===== config.mk =====
export PLATFORM = sky130hd
export DESIGN_NAME = muldiv_unit
export DESIGN_NICKNAME = d
export VERILOG_FILES = /design/src/rtl/muldiv_unit.sv
export SDC_FILE = /design/constraint.sdc
export NUM_CORES = 1
export LEC_CHECK = 0
export ABC_AREA = 1
export CORE_ASPECT_RATIO = 1.75
export CORE_MARGIN = 2
export CORE_UTILIZATION = 25
export CTS_CLUSTER_SIZE = 10
export DETAILED_ROUTE_END_ITERATION = 12
export HOLD_SLACK_MARGIN = 0.12
export SYNTH_ARGS = -nofsm -noshare
export SYNTH_HDL_FRONTEND = slang
export SYNTH_SLANG_ARGS = --single-unit
export TNS_END_PERCENT = 50

===== constraint.sdc =====
create_clock -name clk -period 2.7 [get_ports clk]
set_input_delay 0.405 -clock clk [delete_from_list [all_inputs] [get_ports clk]]
set_output_delay 0.405 -clock clk [all_outputs]
set_load 0.01 [all_outputs]

===== src/rtl/muldiv_unit.sv =====
// Iterative RV32M multiply/divide unit: shift-add multiply, restoring divide,
// sign fixup in a dedicated state, short path for divide-by-zero and overflow.
module muldiv_unit #(
  parameter int unsigned M = 32
) (
  input  logic         clk,
  input  logic         rst_n,
  input  logic         Start,
  input  logic [2:0]   Funct3,
  input  logic [M-1:0] A,
  input  logic [M-1:0] B,
  input  logic         Flush,
  output logic         StallE,
  output logic         Busy,
  output logic         Done,
  output logic [M-1:0] Result
);

  localparam int unsigned CW = $clog2(M);
  localparam int unsigned W2 = 2 * M;

  localparam logic [2:0] F_MUL    = 3'b000;
  localparam logic [2:0] F_MULH   = 3'b001;
  localparam logic [2:0] F_MULHSU = 3'b010;
  localparam logic [2:0] F_DIV    = 3'b100;
  localparam logic [2:0] F_REM    = 3'b110;

  typedef enum logic [1:0] {IDLE, CALC, FIXUP, DONE} state_t;

  state_t         state, state_n;
  logic [2:0]     op;
  logic           neg;
  logic [CW-1:0]  count;
  logic [M-1:0]   mag;   // multiplicand (multiply) or divisor magnitude (divide)
  logic [W2-1:0]  acc;   // multiply: {partial product, multiplier}; divide: low half is dividend/quotient
  logic [M-1:0]   rem;

  // Acceptance-time operand decode
  logic           accept_c, sgn_a_c, sgn_b_c, a_neg_c, b_neg_c, neg_in_c;
  logic           is_div_c, is_rem_c, div0_c, ovf_c, special_c;
  logic [M-1:0]   abs_a_c, abs_b_c, special_val_c, min_neg_c;

  always_comb begin
    accept_c      = (state == IDLE) && Start && !Flush;
    sgn_a_c       = (Funct3 == F_MULH) || (Funct3 == F_MULHSU) ||
                    (Funct3 == F_DIV)  || (Funct3 == F_REM);
    sgn_b_c       = (Funct3 == F_MULH) || (Funct3 == F_DIV) || (Funct3 == F_REM);
    a_neg_c       = sgn_a_c && A[M-1];
    b_neg_c       = sgn_b_c && B[M-1];
    abs_a_c       = a_neg_c ? (~A + M'(1)) : A;
    abs_b_c       = b_neg_c ? (~B + M'(1)) : B;
    is_div_c      = Funct3[2];
    is_rem_c      = Funct3[2] && Funct3[1];
    neg_in_c      = is_rem_c ? a_neg_c : (a_neg_c ^ b_neg_c);
    min_neg_c     = {1'b1, {(M-1){1'b0}}};
    div0_c        = is_div_c && (B == '0);
    ovf_c         = is_div_c && !Funct3[0] && (A == min_neg_c) && (B == '1);
    special_c     = div0_c || ovf_c;
    special_val_c = '0;
    if (div0_c) special_val_c = is_rem_c ? A : '1;
    else        special_val_c = is_rem_c ? '0 : min_neg_c;
  end

  // One iteration of shift-add multiply and restoring divide
  logic [M:0]     sum_c, trial_c, diff_c;
  logic           ge_c;

  always_comb begin
    sum_c   = {1'b0, acc[W2-1:M]} + (acc[0] ? {1'b0, mag} : '0);
    trial_c = {rem, acc[M-1]};
    diff_c  = trial_c - {1'b0, mag};
    ge_c    = (trial_c >= {1'b0, mag});
  end

  // Sign correction and result selection for FIXUP
  logic [W2-1:0]  prod_s_c;
  logic [M-1:0]   quot_s_c, rem_s_c, fix_val_c;

  always_comb begin
    prod_s_c  = neg ? (~acc + W2'(1)) : acc;
    quot_s_c  = neg ? (~acc[M-1:0] + M'(1)) : acc[M-1:0];
    rem_s_c   = neg ? (~rem + M'(1)) : rem;
    fix_val_c = prod_s_c[M-1:0];
    case (op)
      F_MUL:                  fix_val_c = prod_s_c[M-1:0];
      3'b001, 3'b010, 3'b011: fix_val_c = prod_s_c[W2-1:M];
      3'b100, 3'b101:         fix_val_c = quot_s_c;
      default:                fix_val_c = rem_s_c;
    endcase
  end

  // State register
  always_ff @(posedge clk or negedge rst_n) begin
    if (!rst_n) state <= IDLE;
    else        state <= state_n;
  end

  // Next-state logic; Flush returns to IDLE from anywhere
  always_comb begin
    state_n = state;
    if (Flush) begin
      state_n = IDLE;
    end else begin
      case (state)
        IDLE:    if (Start) state_n = special_c ? DONE : CALC;
        CALC:    if (count == CW'(M - 1)) state_n = FIXUP;
        FIXUP:   state_n = DONE;
        default: state_n = IDLE;
      endcase
    end
  end

  // Stall covers the accepting cycle and all working cycles, released in DONE
  assign StallE = accept_c || (state == CALC) || (state == FIXUP);

  // Datapath, result and status registers
  always_ff @(posedge clk or negedge rst_n) begin
    if (!rst_n) begin
      op     <= '0;
      neg    <= 1'b0;
      count  <= '0;
      mag    <= '0;
      acc    <= '0;
      rem    <= '0;
      Result <= '0;
      Done   <= 1'b0;
      Busy   <= 1'b0;
    end else begin
      Done <= (state_n == DONE);
      Busy <= (state_n != IDLE);
      if (accept_c) begin
        op    <= Funct3;
        neg   <= neg_in_c;
        count <= '0;
        rem   <= '0;
        if (is_div_c) begin
          mag <= abs_b_c;
          acc <= {{M{1'b0}}, abs_a_c};
        end else begin
          mag <= abs_a_c;
          acc <= {{M{1'b0}}, abs_b_c};
        end
        if (special_c) Result <= special_val_c;
      end else if (state == CALC) begin
        count <= count + CW'(1);
        if (op[2]) begin
          rem         <= M'(ge_c ? diff_c : trial_c);
          acc[M-1:0]  <= {acc[M-2:0], ge_c};
        end else begin
          acc <= {sum_c, acc[M-1:1]};
        end
      end else if ((state == FIXUP) && !Flush) begin
        Result <= fix_val_c;
      end
    end
  end

endmodule

==> metrics.txt, run 1 <==
crit start category flip-flop; max frequency 372 MHz; Core Rows 131; filler cell count in the final layout 8100; Total Nets Final 3542; Seq/Total Area, Yosys 23.5%; Iter 0 DRT Violations 2044; status finished clean; Slew headroom 56.3%; fin cells 4342; Hold WS 0.484 ns; Yosys warnings 0; Hold Vio Cnt, Final 0; total of max-cap violations 0; FF/Latch Area 4340 sq um; final worst path period need 2.69 ns; number of synthesized register bits 173; largest net degree at the start of global routing 65; most frequent cells in the layout 903 x nand2_1, 420 x nor2_1, 352 x inv_1; FF-to-FF setup slack 0.01 ns; Sink Count 173; vias 22400; Worst Tran Pin Value 0.655 ns; root buf cell clkbuf_16; Via-to-Cell Ratio 5.16; CP Data Required Time 3.08 ns; EDFF count, synth 0; Post-synth top flop dfrtp_1; initial antenna violation count 0; Crit. End Element flip-flop; Core Box Area 72900 sq um; multi-input logic area 12400 sq um; final cycle utilization of the critical path 99.6%; Die ar. 76100 sq um; vias in the first global route 22100; gpl congestion 1.05; Starting Density 25.3%; crit-path max FO 19; clk buf depth 2; CTS tree done; IO Port Bufs 105; Mapped Nets 3240; Mapped Cells 3096; crit path DAT 3.07 ns; IO Count 106; average size of a mapped cell 5.96 sq um; Placed Area 22300 sq um; Hold/Removal Path Class reg2reg; post-route cell area 23200 sq um; CTS Buf Count 17; DRC viols 0; Worst Skew 0.0212 ns; die width 209 microns; ys async rst share 100%; post-route antenna net violation count 0; Peak VDD IR 0.505 mV; final WL 93.4 mm; synthesized cell area 18500 sq um; Clock transition at path regs 0.07 ns; post-synth cell types 55; drt pass-1 iters 7; synthesis-to-layout area growth 25.7%; Overflow after GRT 0; dpl cells 4302; crit path kind reg2reg; final total power 21800 uW; max-slew violations 0; # setup viols final 0; dpl hpwl 77.1 mm; first-pass GRT wire length 137 mm; chip height 363 microns; CTS HTree Levels 4; WL/cell 21.5 microns; Leak Pwr 0.0113 uW; clk_lat worst skew 0.50 ns; pwr dens 939 nW/um^2; Tot GR Track Use 24.3%; commonest non-fill, non-tap cell in the layout nand2_1; layout cell share with drive strength beyond 1 13.4%
## synthesized netlist by cell type (all sizes together) (14+ instances only)
cell,number,area [sq um]
xor2,38,333
nand2,930,3560
nand3,281,1440
nand4,45,297
a22oi,20,150
xnor2,27,236
o211ai,21,158
dfrtp,173,4330
a221oi,25,219
o22ai,17,106
nor2,458,1820
ha,71,888
nand3b,19,143
o21ai,205,1090
a31oi,14,87.6
nor3,56,347
buf,57,378
inv,373,1400
clkbuf,39,166
a21oi,167,862
## cells by family after synthesis
kind of cell,share of synthesized area [%]
simple gates,41.8
flops,23.5
xor+xnor,3.08
buf+inv,10.6
fa+ha+maj,5.03
compound gates,16.0
## worst paths after layout
kind	start	end	cells past startpoint
max	acc[0]	Result[11]	16
min	count[2]	count[2]	1
max reg2reg	acc[0]	Result[11]	16
min reg2reg	count[2]	count[2]	1
max in group asynchronous	rst_n	rem[15]	3
min in group asynchronous	rst_n	Done	2
## power by group
group,internal [uW],switching (uW)
logic,5310,9390
clock network,1290,1260
registers,3330,1200
total,9920,11900
## sequential cells by signal, indices dropped and copies added (netlist names)
register and flops:
Busy 1, Done 1, Result 32, acc 64, count 5, mag 32, neg 1, op 3
rem 32, state 2
## stage by stage
stage	util [%]	worst slack (ns)	setup TNS [ns]
global route	31.8	-0.00439	-0.00439
CTS	31.4	0.00449	0
floorplan	-	0.401	0
global placement	30.6	-0.144	-3.82
finish	31.8	0.0110	0
detailed placement	30.6	-0.132	-4.60
## critical path, cell delays in order, from the launching register on
cell     delay, ns
dfrtp_1       0.42
buf_12        0.18
buf_6         0.15
inv_2         0.07
buf_4         0.10
nand3_2       0.09
nor2_4        0.16
nand2_1       0.10
nand2_1       0.10
a21oi_1       0.07
o21ai_1       0.21
buf_4         0.20
o21ai_0       0.09
inv_1         0.16
nand2_1       0.22
nand2_1       0.17
a21oi_1       0.07
## what timing repair did
action                                  4_1_cts  5_1_grt
gates resized for setup                       6       63
endpoints found under the setup margin       34       58
hold buffers                                  1        0
buffers inserted                              0        7
hold endpoints to repair                     60        0
pin swaps                                     0        5
## metal layers
| layer | part of all wire [%] | vias up | track usage [%] |
|---|---|---|---|
| li1 | - | 10700 | - |
| met1 | 35 | 10500 | 24.4 |
| met2 | 49 | 851 | 42.9 |
| met3 | 4.4 | 330 | 2.49 |
| met4 | 12 | 0 | 24.6 |
| met5 | 0 | - | 0 |
## cell type report
cell class / count / area share (%)
diodes: 1 / 0.0108
clock buffers: 19 / 1.87
clock inverters: 12 / 0.572
inverters: 376 / 6.11
multi-input cells: 2451 / 53.4
flip-flops and latches: 173 / 18.7
well taps: 931 / 5.02
repair buffers: 379 / 14.3
(Power assumes the default switching activity.)
==> inputs of run 2 (changes only) <==
--- a/config.mk
+++ b/config.mk
@@ -12,6 +12,7 @@
 export CTS_CLUSTER_SIZE = 10
 export DETAILED_ROUTE_END_ITERATION = 12
 export HOLD_SLACK_MARGIN = 0.12
+export SETUP_SLACK_MARGIN = 0.15
 export SYNTH_ARGS = -nofsm -noshare
 export SYNTH_HDL_FRONTEND = slang
 export SYNTH_SLANG_ARGS = --single-unit
==> metrics.txt, run 2 (synthesis results as in run 1) <==
synthesis-to-layout area growth 28.1%; Worst Tran Pin Value 0.683 ns; IO Port Bufs 105; first-pass GRT wire length 137 mm; r2r startpoint acc[0]; FF-to-FF End Result[8]; DRC viols 0; Worst Skew 0.0206 ns; Leak Pwr 0.0114 uW; Iter 0 DRT Violations 1898; IO Count 106; Total Nets Final 3554; Crit. End Element flip-flop; Largest Register acc; hold_sp count[2]; crit start category flip-flop; crit-path max FO 19; FF-to-FF setup slack 0.14 ns; Tot GR Track Use 24.3%; root buf cell clkbuf_16; clk_lat worst skew 0.50 ns; Setup TNS 0 ns; post-route cell area 23600 sq um; dpl hpwl 77.1 mm; FF/Latch Area 4350 sq um; die width 209 microns; final worst path period need 2.56 ns; CTS HTree Levels 4; Placed Area 22300 sq um; largest net degree at the start of global routing 65; Crit path largest cell delay 0.42 ns; crit path kind reg2reg; status finished clean; Starting Density 25.3%; Sink Count 173; filler cell count in the final layout 8042; CP Cell Sequence buf_12, buf_6, inv_2, ha_1, nand2_2, nor2_2, nand2_1, nor2_2, nand4_1, buf_4, nand2_1, nand2_1, nand3_1, nand3b_1, buf_4, nand3_1, nand2_1; pwr dens 951 nW/um^2; initial antenna violation count 0; max reg flops 64; Hold WS 0.484 ns; most frequent cells in the layout 892 x nand2_1, 414 x nor2_1, 347 x inv_1; final WL 93.3 mm; Hold Vio Cnt, Final 0; Slew headroom 54.0%; clk buf depth 2; CTS tree done; Setup WS pre-CTS -0.132 ns; max-slew violations 0; max frequency 390 MHz; Reg2Reg Depth 17; CP dominant cell by count nand2_1; WL/cell 21.4 microns; chip height 363 microns; CP Data Required Time 3.08 ns; vias 22500; Clock transition at path regs 0.07 ns; WHS Path Cells 1; layout cell share with drive strength beyond 1 15.3%; hold worst-path end count[2]; RSZ-0062 raised after global routing true; final cycle utilization of the critical path 95.0%; gpl congestion 1.05; Via-to-Cell Ratio 5.17; total of max-cap violations 0; crit path DAT 2.94 ns; Overflow after GRT 0; commonest non-fill, non-tap cell in the layout nand2_1; vias in the first global route 22200; Peak VDD IR 0.500 mV; drt pass-1 iters 8; CP max stage cell dfrtp_1; Final WS setup 0.136 ns; Core Rows 131; Core Box Area 72900 sq um; Hold/Removal Path Class reg2reg; Die ar. 76100 sq um; post-route antenna net violation count 0; # setup viols final 0; multi-input logic area 12700 sq um; CTS Buf Count 17
[run 2: worst max-delay path by stage]
stage / start / to / slack [ns] / cells after the start
2_1_floorplan: acc[0] / acc[63] / 0.40 / 16
6_report: acc[0] / Result[8] / 0.14 / 17
3_3_place_gp: B[0] / Result[11] / -0.14 / 11
5_1_grt: acc[0] / acc[62] / 0.05 / 16
3_5_place_dp: B[0] / Result[0] / -0.13 / 11
4_1_cts: acc[0] / Result[13] / 0.11 / 17
[run 2: final cells by class]
cell class	count	share of cell area (%)
multi-input cells	2451	53.8
flip-flops and latches	173	18.4
repair buffers	391	14.5
inverters	376	6.01
well taps	931	4.93
clock buffers	19	1.83
clock inverters	12	0.561
diodes	1	0.0106
[run 2: power breakdown]
group	internal (uW)	total [uW]	leakage, uW	switching (uW)
clock network	1290	2570	0.000271	1280
logic	5690	15400	0.00893	9680
registers	3330	4530	0.00217	1210
[run 2: per-layer routing]
| layer | global-route usage, % | up-vias | routed length [microns] |
|---|---|---|---|
| li1 | - | 10800 | - |
| met4 | 25.5 | 0 | 11400 |
| met5 | 0 | - | 0 |
| met3 | 2.64 | 357 | 4020 |
| met2 | 42.6 | 883 | 45900 |
| met1 | 24.2 | 10500 | 32100 |
[run 2: worst max-delay path, delay by kind of cell, from the launching register on]
kind	cells	cell delay [ns]
adder cells (fa/ha/maj)	1	0.18
AND/OR/NAND/NOR	11	1.05
flip-flops	1	0.42
buffers and inverters	5	0.79
[run 2: timing repair]
item	4_1_cts	5_1_grt
gates cloned	0	1
gates resized for setup	34	116
hold endpoints to repair	60	0
hold buffers	1	0
buffers inserted	5	13
pin swaps	2	11
setup endpoints to repair	42	84
[run 2: per-stage QoR]
stage                     total power, uW  util, %  instances
final                               22500     32.4       4354
after global routing                24000     32.4       4353
after CTS                           21400     31.6       4339
after detailed placement            18600     30.6       4302
after global placement              18500     30.6       4302
after floorplan                     12500        -       3096
==> inputs of run 3 (changes only) <==
--- a/config.mk
+++ b/config.mk
@@ -6,12 +6,14 @@
 export NUM_CORES = 1
 export LEC_CHECK = 0
 export ABC_AREA = 1
+export CAP_MARGIN = 25
 export CORE_ASPECT_RATIO = 1.75
 export CORE_MARGIN = 2
-export CORE_UTILIZATION = 25
-export CTS_CLUSTER_SIZE = 10
+export CORE_UTILIZATION = 62
+export CTS_CLUSTER_SIZE = 20
 export DETAILED_ROUTE_END_ITERATION = 12
 export HOLD_SLACK_MARGIN = 0.12
+export PLACE_DENSITY = 0.82
 export SETUP_SLACK_MARGIN = 0.15
 export SYNTH_ARGS = -nofsm -noshare
 export SYNTH_HDL_FRONTEND = slang
==> metrics.txt, run 3 <==
IO Count 106; Halt Stage global routing; Yosys warnings 0; ys async rst share 100%; clk buf depth 2; Starting Density 63.0%; EDFF count, synth 0; Core Rows 83; synthesized cell area 18500 sq um; Overflow after GRT 4; Post-synth top cells 910 x nand2_1, 432 x nor2_1, 357 x inv_1; IO Port Bufs 105; CTS HTree Levels 4; chip height 232 microns; dpl hpwl 65.0 mm; dpl cells 3648; post-synth cell types 55; stop err [ERROR GRT-0116] Global routing finished with congestion. Check the congestion regions in the DRC Viewer.; CTS Buf Count 17; Seq/Total Area, Yosys 23.5%; Sink Count 173; synth top area cells dfrtp_1 23%, nand2_1 19%, nor2_1 8.8%; status did not finish; die width 134 microns; Mapped Cells 3096; root buf cell clkbuf_16; most common cell in the netlist nand2_1; gpl congestion 1.16; largest area contributor in the netlist dfrtp_1; largest net degree at the start of global routing 98; first-pass GRT wire length 133 mm; average size of a mapped cell 5.96 sq um; Mapped Nets 3240; Post-synth top flop dfrtp_1; Yosys top cell area share 23.5%; number of synthesized register bits 173; Tot GR Track Use 55.7%; vias in the first global route 24000
run 3: cell counts after synthesis:
Identical to the previous run, type by type.
run 3: cells by family after synthesis:
| kind of cell | after synthesis | synth area share (%) |
|---|---|---|
| xor+xnor | 65 | 3.08 |
| compound gates | 507 | 16.0 |
| buf+inv | 472 | 10.6 |
| flops | 173 | 23.5 |
| simple gates | 1806 | 41.8 |
| fa+ha+maj | 73 | 5.03 |
run 3: repair_timing:
item	4_1_cts
buffers inserted	1
resized for setup	8
pin swaps	1
endpoints found under the setup margin	46
endpoints found under the hold margin	42
hold buffers	1
run 3: stage by stage:
step / setup TNS (ns) / area (sq um) / setup WS [ns]
floorplan: 0 / 18500 / 0.401
detailed placement: -1.27 / 20800 / -0.0976
global placement: 0 / 20800 / 0.0236
CTS: 0 / 21400 / 0.0886
run 3: per-layer routing:
metal / GRT overflow / global-route usage [%]
met1: 0 / 55.0
met2: 3 / 83.9
met3: 0 / 23.1
met4: 1 / 59.2
met5: 0 / 0.327
==> inputs of run 4 (changes only) <==
==> config.mk (replaced) <==
export PLATFORM = sky130hd
export DESIGN_NAME = muldiv_unit
export DESIGN_NICKNAME = d
export VERILOG_FILES = /design/src/rtl/muldiv_unit.sv
export SDC_FILE = /design/constraint.sdc
export NUM_CORES = 1
export LEC_CHECK = 0
export ABC_AREA = 1
export CAP_MARGIN = 25
export CORE_MARGIN = 2
export CORE_UTILIZATION = 40
export DETAILED_ROUTE_END_ITERATION = 12
export PLACE_DENSITY_LB_ADDON = 0.15
export SYNTH_ARGS = -nofsm -noshare
export SYNTH_HDL_FRONTEND = slang
export SYNTH_SLANG_ARGS = --single-unit
export TNS_END_PERCENT = 50
==> metrics.txt, run 4 (synthesis results as in run 1) <==
FF-to-FF End acc[0]; Starting Density 40.6%; max-slew violations 0; synthesis-to-layout area growth 25.1%; IO Count 106; Clock transition at path regs 0.08 ns; dpl hpwl 75.3 mm; root buf cell clkbuf_16; Hold Vio Cnt, Final 0; # setup viols final 0; status finished clean; Crit. End Element flip-flop; drt pass-1 iters 9; final total power 21900 uW; chip height 219 microns; crit path kind reg2reg; vias 22900; Overflow after GRT 0; Leak Pwr 0.0115 uW; CP Cell Sequence inv_1, ha_1, nand2_1, nor2_2, nand3_2, nor3_2, nand3_1, o21ai_2, nor2_2, nand2_4, buf_12, nand2_1, nand2_1, nand2_1, nand2_1; most frequent cells in the layout 904 x nand2_1, 421 x nor2_1, 354 x inv_1; Crit path largest cell delay 0.47 ns; crit-path max FO 21; CTS HTree Levels 4; CTS Buf Count 17; Total Nets Final 3571; max reg flops 64; total of max-cap violations 0; Worst path depth 15; Hold WS 0.428 ns; clk buf depth 2; Peak VDD IR 0.667 mV; Tot GR Track Use 38.4%; FF/Latch Area 4350 sq um; DRC viols 0; Core Box Area 45500 sq um; final core utilization 50.8%; Iter 0 DRT Violations 2754; Via-to-Cell Ratio 5.66; CTS tree done; Sink Count 173; pwr dens 948 nW/um^2; largest net degree at the start of global routing 69; final WL 91.0 mm; commonest non-fill, non-tap cell in the layout nand2_1; CP max stage cell dfrtp_2; post-route antenna net violation count 0; crit path capture acc[0]; RSZ-0062 raised after global routing true; Die ar. 47900 sq um; Slew headroom 52.7%; Hold/Removal Path Class in2async; die width 219 microns; filler cell count in the final layout 4803; Crit path max-delay family simple AND/OR/NAND/NOR gates; layout cell share with drive strength beyond 1 14.2%; Core Rows 78; crit start category flip-flop; initial antenna violation count 1; clk_lat worst skew 0.52 ns; r2r startpoint mag[7]; worst path bufs/invs 2; fin cells 4040; final cycle utilization of the critical path 98.8%; Worst Skew 0.0194 ns; IO Port Bufs 105; gpl congestion 1.04; CP dominant cell by count nand2_1; Largest Register acc; Worst Tran Pin Value 0.702 ns; final worst path period need 2.67 ns; max frequency 375 MHz; vias in the first global route 21700; WL/cell 22.5 microns; dpl cells 4002; Reg2Reg Depth 15; crit path DAT 3.11 ns; first-pass GRT wire length 136 mm; Crit. Startpoint mag[7]; FF-to-FF setup slack 0.03 ns; multi-input logic area 12300 sq um; CP Data Required Time 3.14 ns
## run 4: how the worst min path moves through the flow
stage / end / slack, ns / depth (start not counted)
detailed placement: count[1] / 0.42 / 1
global route: state[1] / 0.47 / 2
floorplan: Busy / 0.11 / 0
global placement: count[1] / 0.42 / 1
finish: state[0] / 0.43 / 2
CTS: state[0] / 0.44 / 2
## run 4: report_power, final
group	leakage, uW	switching, uW	total, uW	internal, uW
clock network	0.000307	1300	2870	1570
logic	0.00902	9140	14400	5270
registers	0.00217	1290	4620	3330
## run 4: layout make-up
class,instances,area share [%]
diodes,1,0.0108
flip-flops and latches,173,18.8
multi-input cells,2451,53.5
repair buffers,408,15.6
clock buffers,18,1.86
clock inverters,13,0.872
inverters,376,6.14
well taps,600,3.25
## run 4: repair_timing
item | in CTS | in global routing
setup buffers | 0 | 5
setup endpoints to repair | 32 | 54
hold buffers | 1 | 0
gates resized for setup | 11 | 59
pin swaps | 0 | 4
endpoints found under the hold margin | 50 | 0
## run 4: through the flow
stage | setup TNS, ns | setup slack (ns) | cell area (sq um)
after floorplan | 0 | 0.401 | 18500
after global placement | -1.42 | -0.198 | 22200
after detailed placement | -0.758 | -0.141 | 22200
after CTS | 0 | 0.00327 | 22900
after global routing | -0.0812 | -0.0447 | 23100
final | 0 | 0.0337 | 23100
## run 4: layer usage
metal	wire length (microns)	GRT usage, %	vias to the layer above
met5	13	0	-
met4	6190	22.6	2
met3	7190	7.84	236
met2	39300	58.6	1091
met1	38400	50.0	10700
li1	-	-	10800
